**config.mk**
```make
export PLATFORM = sky130hd
export DESIGN_NAME = demux2_stream
export DESIGN_NICKNAME = d
export VERILOG_FILES = /design/src/rtl/demux2_pkg.sv /design/src/rtl/sync_fifo.sv /design/src/rtl/demux2_stream.sv
export SDC_FILE = /design/constraint.sdc
export NUM_CORES = 1
export LEC_CHECK = 0
export BUFFER_PORTS_ARGS = -buffer_cell sky130_fd_sc_hd__buf_2
export CAP_MARGIN = 20
export CORE_MARGIN = 3
export CORE_UTILIZATION = 47
export CTS_CLUSTER_DIAMETER = 60
export DETAILED_ROUTE_END_ITERATION = 10
export PLACE_DENSITY = 0.69
export SLEW_MARGIN = 20
export SYNTH_ARGS = -nofsm -noshare
export SYNTH_HDL_FRONTEND = slang
export SYNTH_HIERARCHICAL = 1
export SYNTH_SLANG_ARGS = --single-unit
```
**constraint.sdc**
```tcl
create_clock -name i_Clk -period 4.1 [get_ports i_Clk]
set_input_delay 0.205 -clock i_Clk [delete_from_list [all_inputs] [get_ports i_Clk]]
set_output_delay 0.205 -clock i_Clk [all_outputs]
set_load 0.05 [all_outputs]
```
**src/rtl/demux2_pkg.sv**
```systemverilog
// demux2_pkg: shared constants for the 1-to-2 stream demultiplexer.
package demux2_pkg;
  localparam int DEFAULT_DATA_WIDTH = 32;
  localparam logic SEL_A = 1'b0;
  localparam logic SEL_B = 1'b1;
  localparam int STAT_W = 16;
endpackage

```
**src/rtl/sync_fifo.sv**
```systemverilog
// sync_fifo: single-clock FIFO with separate occupancy count and async reset.
module sync_fifo #(
  parameter int DATA_WIDTH = 32,
  parameter int DEPTH = 2,
  parameter int CW = $clog2(DEPTH + 1)
) (
  input  logic                  clk,
  input  logic                  rst,
  input  logic                  push_i,
  input  logic                  pop_i,
  input  logic [DATA_WIDTH-1:0] data_i,
  output logic [DATA_WIDTH-1:0] data_o,
  output logic                  full_o,
  output logic                  empty_o,
  output logic [CW-1:0]         count_o
);
  localparam int PW = $clog2(DEPTH);
  logic [DATA_WIDTH-1:0] mem_q [DEPTH];
  logic [PW-1:0] wr_ptr_q, rd_ptr_q;
  logic [CW-1:0] count_q, count_d;
  logic push, pop;
  assign full_o  = count_q == CW'(DEPTH);
  assign empty_o = count_q == '0;
  assign count_o = count_q;
  assign data_o  = mem_q[rd_ptr_q];
  assign push    = push_i && !full_o;
  assign pop     = pop_i && !empty_o;
  assign count_d = count_q + CW'(push) - CW'(pop);
  always_ff @(posedge clk or posedge rst)
    if (rst) begin
      wr_ptr_q <= '0;
      rd_ptr_q <= '0;
      count_q  <= '0;
    end else begin
      wr_ptr_q <= wr_ptr_q + PW'(push);
      rd_ptr_q <= rd_ptr_q + PW'(pop);
      count_q  <= count_d;
    end
  // Storage is deliberately left out of reset; the count gates visibility.
  always_ff @(posedge clk)
    if (push) mem_q[wr_ptr_q] <= data_i;
endmodule

```
**src/rtl/demux2_stream.sv**
```systemverilog
// demux2_stream: registered 1-to-2 stream demux into two independent FIFOs.
// Define DEMUX2_STREAM_STATS_EN to add saturating accept/stall counters.
module demux2_stream
  import demux2_pkg::*;
#(
  parameter int DATA_WIDTH = DEFAULT_DATA_WIDTH,
  parameter int DEPTH = 2
) (
  input  logic                         i_Clk,
  input  logic                         i_Rst,
  input  logic [DATA_WIDTH-1:0]        i_DataIn,
  input  logic                         i_Select,
  input  logic                         i_Valid,
  output logic                         o_Ready,
  output logic [DATA_WIDTH-1:0]        o_DataOutA,
  output logic                         o_ValidA,
  input  logic                         i_ReadyA,
  output logic [DATA_WIDTH-1:0]        o_DataOutB,
  output logic                         o_ValidB,
  input  logic                         i_ReadyB,
`ifdef DEMUX2_STREAM_STATS_EN
  output logic [STAT_W-1:0]            o_AcceptCntA,
  output logic [STAT_W-1:0]            o_AcceptCntB,
  output logic [STAT_W-1:0]            o_StallCnt,
`endif
  output logic [$clog2(DEPTH+1)-1:0]   o_CountA,
  output logic [$clog2(DEPTH+1)-1:0]   o_CountB
);
  logic [DATA_WIDTH-1:0] head_a, head_b;
  logic full_a, full_b, empty_a, empty_b, push_a, push_b;
  // Ready looks only at the selected channel's fullness, never at consumer ready.
  assign o_Ready    = i_Select == SEL_B ? !full_b : !full_a;
  assign push_a     = i_Valid && o_Ready && i_Select == SEL_A;
  assign push_b     = i_Valid && o_Ready && i_Select == SEL_B;
  assign o_ValidA   = !empty_a;
  assign o_ValidB   = !empty_b;
  assign o_DataOutA = o_ValidA ? head_a : '0;
  assign o_DataOutB = o_ValidB ? head_b : '0;
  sync_fifo #(.DATA_WIDTH(DATA_WIDTH), .DEPTH(DEPTH)) u_fifo_a (
    .clk(i_Clk), .rst(i_Rst), .push_i(push_a), .pop_i(o_ValidA && i_ReadyA),
    .data_i(i_DataIn), .data_o(head_a), .full_o(full_a), .empty_o(empty_a),
    .count_o(o_CountA)
  );
  sync_fifo #(.DATA_WIDTH(DATA_WIDTH), .DEPTH(DEPTH)) u_fifo_b (
    .clk(i_Clk), .rst(i_Rst), .push_i(push_b), .pop_i(o_ValidB && i_ReadyB),
    .data_i(i_DataIn), .data_o(head_b), .full_o(full_b), .empty_o(empty_b),
    .count_o(o_CountB)
  );
`ifdef DEMUX2_STREAM_STATS_EN
  logic [STAT_W-1:0] acc_a_q, acc_b_q, stall_q;
  assign o_AcceptCntA = acc_a_q;
  assign o_AcceptCntB = acc_b_q;
  assign o_StallCnt   = stall_q;
  always_ff @(posedge i_Clk or posedge i_Rst)
    if (i_Rst) begin
      acc_a_q <= '0;
      acc_b_q <= '0;
      stall_q <= '0;
    end else begin
      if (push_a && acc_a_q != '1) acc_a_q <= acc_a_q + 1'b1;
      if (push_b && acc_b_q != '1) acc_b_q <= acc_b_q + 1'b1;
      if (i_Valid && !o_Ready && stall_q != '1) stall_q <= stall_q + 1'b1;
    end
`endif
  always @(posedge i_Clk)
    if (!i_Rst && i_Valid) assert (!$isunknown(i_Select));
endmodule

```
==> results.yml, run 1 <==
worst_setup_path:
  cp-start-kind: "flop"
  critical_path_class: "reg -> out"
  rr_startpoint: "u_fifo_b/count_o[1]"
  crit_arrival_ps: 2350
  ff2ff_setup_slack_ps: 1790
  cp.required_ps: 3890
  cp_max_fo: 33
  r2r_end: "u_fifo_b/count_o[1]"
  cp-end-kind: "output port"
  rr_worst_depth: 8
global_route:
  grt_usage_pct: 15.8
  grt_max_degree: 35
  antenna_found_initial: 0
  grt_pass1_vias: 3076
  grt_pass1_wl_mm: 16.5
  grt_overflow: 0
timing:
  timing.slew.headroom_pct: 28.4
  fmax_mhz: 391
  setup-tns-final_ps: 0
  fin_crit_sh_pct: 62.3
  setup_viol: 0
  finalHoldViolCount: 0
  worst_pin_slew_ps: 1070
  rsz0062_at_grt: "false"
  clock_skew_ps: 6.10
  finalCriticalPeriod_ps: 2560
  slew_viol_final: 0
clocking:
  cts_root_buf: "clkbuf_16"
  cts.clk_slew.worst_paths_ps: 60
  tritoncts: "built"
  cts_max_path_buffers: 2
  cts_sinks: 136
  postCtsSetupBuffers: 0
  ctsResizeCount: 0
  clock_latency_ps: 410
  holdBufCountCts: 1
  numCtsBuffers: 17
  htreeDepth: 4
placement:
  port_buffers: 108
  place_congestion: 0.698
  dp_hpwl_mm: 6.59
  placed_area_um2: 6450
synthesis:
  synth_seq_cells: 136
  synthAdderAreaFrac_pct: 1.71
  synth_top_family_by_area: "multiplexers"
  muxShareOfSynthArea_pct: 16.2
  yosysUniqueCellTypes: 20
  avgSynthCellArea_um2: 18.3
  ys_seq_area_share_pct: 69.2
  ys_warn_count: 6
  synth_xor_area_share_pct: 0.899
  synth_compound_area_share_pct: 0.257
  synth_simple_gate_area_share_pct: 8.02
  netlist_instances: 319
  synth_nets: 365
  synth_area_um2: 5850
die:
  start_util_pct: 48.5
  chipHeight_um: 118
  core_area_um2: 12100
  fp.dieW_um: 118
  io_pins: 109
  rows: 40
  die_area_um2: 13800
worst_hold_path:
  min_from: "i_DataIn[18]"
  holdPathEnd: "u_fifo_a/mem_q[1][18]"
  hold_class: "in -> reg"
  hold_path_depth: 1
routing:
  wl_mm: 10.5
  route.met3.wl_um: 514
  routedWlPerCell_um: 17.1
  drc: 0
  met1Wirelength_mm: 4.54
  top_layer: "met4"
  vias_per_cell: 4.79
  dr.pass1.iters: 4
  antenna_left: 0
  route.met2.wl_mm: 5.32
  drt_iter0_drc: 139
  num_vias: 2942
layout:
  area_growth_pct: 20.8
  drive_above_1_share_pct: 47.1
  fin_area_um2: 7060
  fin_util_pct: 58.5
  antenna_cells: 0
  layout_commonest_cell: "edfxtp_1"
  fin_nets: 479
  final_cell_mix: "edfxtp_1, buf_2, nor2b_1"
flow_run:
  cap_violations: 0
status:
  outcome: "finished clean"
==> per-stage QoR <==
stage,setup slack (ps),hold WS (ps),cells
2_1_floorplan,1580,-28.9,319
6_report,1540,11.4,614
4_1_cts,1530,3.54,614
3_3_place_gp,1850,111,581
3_5_place_dp,1760,112,581
5_1_grt,1440,1.21,614
==> cell type report <==
type	instances	area, um2
clock buffer	20	447
clock inverter	12	153
fill	923	5000
inverter	12	45.0
multi-input combinational	157	1610
sequential	136	4050
tap	168	210
timing repair buffer	109	551
==> synthesized netlist by cell type <==
library cell	instances	area [um2]
edfxtp_1	128	3840
nor2b_1	66	413
mux2_4	58	871
inv_1	12	45.0
dfrtp_1	8	200
ha_1	8	100
buf_12	6	120
buf_2	6	30.0
mux2_2	6	67.6
xnor2_1	4	35.0
and2_1	2	12.5
buf_6	2	22.5
nand2_1	2	7.51
nand2b_1	2	12.5
nor2_1	2	7.51
o21a_1	2	15.0
xor2_1	2	17.5
and3b_1	1	8.76
mux2i_1	1	10.0
nor3b_1	1	7.51
==> worst max path at each step <==
| stage | startpoint | endpoint | slack (ps) | depth (start not counted) |
|---|---|---|---|---|
| 3_3_place_gp | u_fifo_b/count_o[1] | u_fifo_b/count_o[1] | 1850 | 8 |
| 6_report | u_fifo_b/rd_ptr_q | o_DataOutB[28] | 1540 | 3 |
| 4_1_cts | u_fifo_b/rd_ptr_q | o_DataOutB[28] | 1530 | 3 |
| 5_1_grt | u_fifo_b/rd_ptr_q | o_DataOutB[28] | 1440 | 3 |
| 3_5_place_dp | u_fifo_b/count_o[1] | u_fifo_b/count_o[1] | 1760 | 8 |
| 2_1_floorplan | u_fifo_a/count_o[0] | u_fifo_a/mem_q[1][0] | 1580 | 5 |
==> registers in the layout (all words and copies together) (netlist names) <==
name               cells
u_fifo_a/rd_ptr_q      1
u_fifo_a/count_o       2
u_fifo_a/mem_q        64
u_fifo_b/mem_q        64
u_fifo_b/count_o       2
u_fifo_a/wr_ptr_q      1
u_fifo_b/rd_ptr_q      1
u_fifo_b/wr_ptr_q      1
==> critical path: stages (launching register included) <==
cell and delay [ps]:
dfrtp_2 1080, mux2_2 430, nor2b_1 150, buf_2 260
==> kinds of logic (layout without fill, tap and decap cells) <==
| kind of cell | Yosys count | in the layout |
|---|---|---|
| buffers and inverters | 26 | 153 |
| flip-flops | 136 | 136 |
| multiplexers | 65 | 65 |
| XOR/XNOR | 6 | 6 |
| AO/OA/AOI/OAI | 2 | 2 |
| adder cells (fa/ha/maj) | 8 | 8 |
| AND/OR/NAND/NOR | 76 | 76 |
==> metal layers <==
metal  track usage [%]  vias to the layer above
li1                  -                     1382
met1              19.3                     1469
met2              26.1                       78
met3              4.95                       13
met4              6.81                        0
met5                 0                        -
Power of run 1 is not shown: default switching activity piles up to over one toggle a cycle in this logic, so the estimate is an artifact.
==> run 2, diff against run 1 <==
- clock period: 4.1 -> 2.6 ns (I/O delays scaled with it)
==> results.yml, run 2 (synthesis results as in run 1) <==
clocking:
  cts_max_path_buffers: 2
  htreeDepth: 4
  ctsResizeCount: 0
  numCtsBuffers: 17
  cts_sinks: 136
  clock_latency_ps: 410
  cts_root_buf: "clkbuf_16"
  tritoncts: "built"
  cts.clk_slew.worst_paths_ps: 60
die:
  rows: 40
  fp.dieW_um: 118
  start_util_pct: 48.5
  die_area_um2: 13800
  io_pins: 109
  core_area_um2: 12100
  chipHeight_um: 118
worst_setup_path:
  cpPeakStageDelay_ps: 710
  cp.required_ps: 2470
  cp-end-kind: "output port"
  crit_arrival_ps: 2100
  cp_max_fo: 18
  critPathSlowestCell: "dfrtp_2"
  critical_path_class: "reg -> out"
  crit_chain: "buf_12, mux2_4, nor2b_1, buf_2"
  cp-start-kind: "flop"
global_route:
  grt_usage_pct: 17.1
  grt_overflow: 0
  antenna_found_initial: 0
  grt_max_degree: 34
  grt_pass1_vias: 3350
  grt_pass1_wl_mm: 18.1
timing:
  finalHoldViolCount: 0
  timing.slew.headroom_pct: 63.9
  setup-tns-final_ps: 0
  finalCriticalPeriod_ps: 2230
  fin_ws_ps: 370
  setup_viol: 0
  clock_skew_ps: 3.75
  fin_crit_sh_pct: 85.8
  worst_pin_slew_ps: 541
  fmax_mhz: 448
  rsz0062_at_grt: "false"
  slew_viol_final: 0
routing:
  drt_iter0_drc: 212
  dr.pass1.iters: 4
  antenna_left: 0
  drc: 0
  vias_per_cell: 4.73
  routedWlPerCell_um: 17.2
  wl_mm: 11.2
  num_vias: 3100
layout:
  antenna_cells: 0
  area_growth_pct: 28.9
  fin_nets: 520
  final_cell_mix: "edfxtp_1, buf_2, nor2b_1"
  fin_util_pct: 62.5
  reg_top3: "u_fifo_a/mem_q: 64 flops, u_fifo_b/mem_q: 64 flops"
  multi_input_area_um2: 1610
  layout_commonest_cell: "edfxtp_1"
  drive_above_1_share_pct: 45.0
  fillers: 855
  seqCellArea_um2: 4050
worst_hold_path:
  hold_class: "in -> async"
placement:
  place_congestion: 0.763
  dp_hpwl_mm: 7.22
  port_buffers: 108
  post-place-ws_ps: 502
flow_run:
  cap_violations: 0
status:
  outcome: "finished clean"
## run 2: area by class of cell
cell class                 count  share of cell area [%]
clock buffer                  20                    5.93
sequential                   136                    53.7
timing repair buffer         150                    13.3
inverter                      12                   0.598
clock inverter                12                    2.32
tap                          168                    2.79
multi-input combinational    157                    21.4
## run 2: per-stage QoR
step / area (um2) / hold WS (ps) / std cells
floorplan: 5850 / -104 / 319
global placement: 6580 / 31.3 / 590
detailed placement: 6580 / 43.0 / 590
CTS: 7530 / 148 / 655
global route: 7530 / 185 / 655
finish: 7530 / 162 / 655
## run 2: metal layers
metal  global-route usage, %  vias to the layer above  wire length, um
met5                       0                        -                0
met4                    7.03                        0              183
met3                    4.95                       13              542
met2                    27.9                       88             5700
met1                    21.6                     1533             4820
li1                        -                     1466                -
## run 2: repair_timing
action,in CTS,in global routing
buffers inserted,0,0
hold endpoints to repair,136,0
hold buffers,33,0
## run 2: path summary, 6_finish.rpt
kind                                      from  depth (start not counted)  slack (ps)                     to
setup / recovery             u_fifo_a/rd_ptr_q                          4         370         o_DataOutA[18]
hold / removal                           i_Rst                          3         160    u_fifo_a/count_o[1]
setup reg to reg           u_fifo_a/count_o[0]                          6         500  u_fifo_a/mem_q[0][20]
hold reg to reg            u_fifo_a/count_o[1]                          1         610    u_fifo_a/count_o[1]
max in group asynchronous                i_Rst                          3        2240      u_fifo_b/rd_ptr_q
min in group i_Clk                    i_ReadyA                          4         240      u_fifo_a/rd_ptr_q
## run 2: worst max-delay path, delay by kind of cell, from the launching register on
kind | cells | cell delay [ps]
buf+inv | 2 | 490
flops | 1 | 710
mux | 1 | 320
simple gates | 1 | 150
Power of run 2 is left out for the same reason.
==> run 3, diff against run 2 <==
- ABC_CLOCK_PERIOD_IN_PS: not set -> 2600
- CORE_ASPECT_RATIO: not set -> 1.25
- CORE_UTILIZATION: 47 -> 51
- PLACE_DENSITY: 0.69 -> 0.74
==> results.yml, run 3 (synthesis results as in run 1) <==
status:
  outcome: "finished clean"
clocking:
  numCtsBuffers: 17
  cts.clk_slew.worst_paths_ps: 50
  cts_root_buf: "clkbuf_16"
  cts_sinks: 136
  ctsResizeCount: 0
  cts_max_path_buffers: 2
  tritoncts: "built"
  htreeDepth: 4
  clock_latency_ps: 410
timing:
  clock_skew_ps: 3.77
  whs_ps: 195
  fin_ws_ps: 396
  finalHoldViolCount: 0
  worst_pin_slew_ps: 547
  fmax_mhz: 454
  rsz0062_at_grt: "false"
  fin_crit_sh_pct: 84.8
  finalCriticalPeriod_ps: 2200
  timing.slew.headroom_pct: 63.5
  setup_viol: 0
  setup-tns-final_ps: 0
  slew_viol_final: 0
die:
  core_area_um2: 11100
  io_pins: 109
  die_area_um2: 12800
  chipHeight_um: 126
  fp.dieW_um: 102
  start_util_pct: 52.5
  rows: 43
global_route:
  grt_max_degree: 34
  grt_overflow: 0
  grt_usage_pct: 18.0
  grt_pass1_wl_mm: 16.9
  grt_pass1_vias: 3237
  antenna_found_initial: 0
placement:
  dp_hpwl_mm: 6.88
  post-place-ws_ps: 537
  place_congestion: 0.743
  placed_area_um2: 6550
  port_buffers: 108
worst_setup_path:
  cp.required_ps: 2470
  cpPeakStageDelay_ps: 710
  crit_arrival_ps: 2070
  r2r_end: "u_fifo_a/mem_q[0][21]"
  critPathSlowestCell: "dfrtp_2"
  crit_chain: "buf_12, mux2_4, nor2b_1, buf_2"
  cp-start-kind: "flop"
  rr_worst_depth: 6
  path_buf_inv: 2
  critPathLaunch: "u_fifo_b/rd_ptr_q"
  rr_startpoint: "u_fifo_a/count_o[0]"
  ff2ff_setup_slack_ps: 560
  cp_max_fo: 18
  path_depth: 4
  cp-end-kind: "output port"
  cp_top_family: "flip-flops"
  crit_end: "o_DataOutB[31]"
  critical_path_class: "reg -> out"
routing:
  drc: 0
  num_vias: 3109
  routedWlPerCell_um: 17.4
  antenna_left: 0
  vias_per_cell: 5.01
  wl_mm: 10.8
  dr.pass1.iters: 4
  drt_iter0_drc: 122
layout:
  layout_commonest_cell: "edfxtp_1"
  reg_top3: "u_fifo_a/mem_q: 64 flops, u_fifo_b/mem_q: 64 flops"
  antenna_cells: 0
  area_growth_pct: 27.3
  final_cell_mix: "edfxtp_1, buf_2, nor2b_1"
  fin_nets: 519
  drive_above_1_share_pct: 44.5
  fin_area_um2: 7440
flow_run:
  cap_violations: 0
worst_hold_path:
  hold_class: "in -> async"
run 3: cell count changes in the layout (fill, tap and decap cells not counted), sizes merged:
cell and delta:
clkinv +1, clkbuf +2, inv -1, buf -1, clkinvlp -1, bufinv -2
run 3: worst min-delay path by stage:
stage,endpoint,startpoint,slack [ps],cells past startpoint
finish,u_fifo_b/count_o[0],i_Rst,190,3
global route,u_fifo_a/wr_ptr_q,i_Rst,180,3
CTS,u_fifo_a/count_o[1],i_Rst,160,3
detailed placement,u_fifo_a/wr_ptr_q,i_Rst,50,2
global placement,u_fifo_a/wr_ptr_q,i_Rst,50,2
floorplan,u_fifo_a/count_o[0],i_Rst,-100,1
run 3: worst min-delay path: stages:
cell and delay, ps:
dlygate4sd3_1 530, buf_2 140, inv_1 150
run 3: timing repair:
action	CTS	global route
endpoints found under the hold margin	136	0
hold buffers	33	0
setup buffers	0	0
run 3: area by class of cell:
type / instances / area, um2
timing repair buffer: 149 / 1010
inverter: 12 / 45.0
clock inverter: 9 / 100
multi-input combinational: 157 / 1610
tap: 135 / 169
fill: 757 / 3700
clock buffer: 22 / 464
sequential: 136 / 4050
run 3: metal layers:
metal	GRT usage [%]	share of wire (%)	routed length, um
met1	21.4	40	4360
met2	30.9	54	5850
met3	4.82	4.0	433
met4	6.73	1.3	145
met5	0	0	0
run 3: metrics by stage:
step	std cells	util [%]
floorplan	319	-
global placement	556	58.8
detailed placement	556	58.8
CTS	620	66.8
global route	620	66.8
finish	620	66.8
Power of run 3 is left out for the same reason.
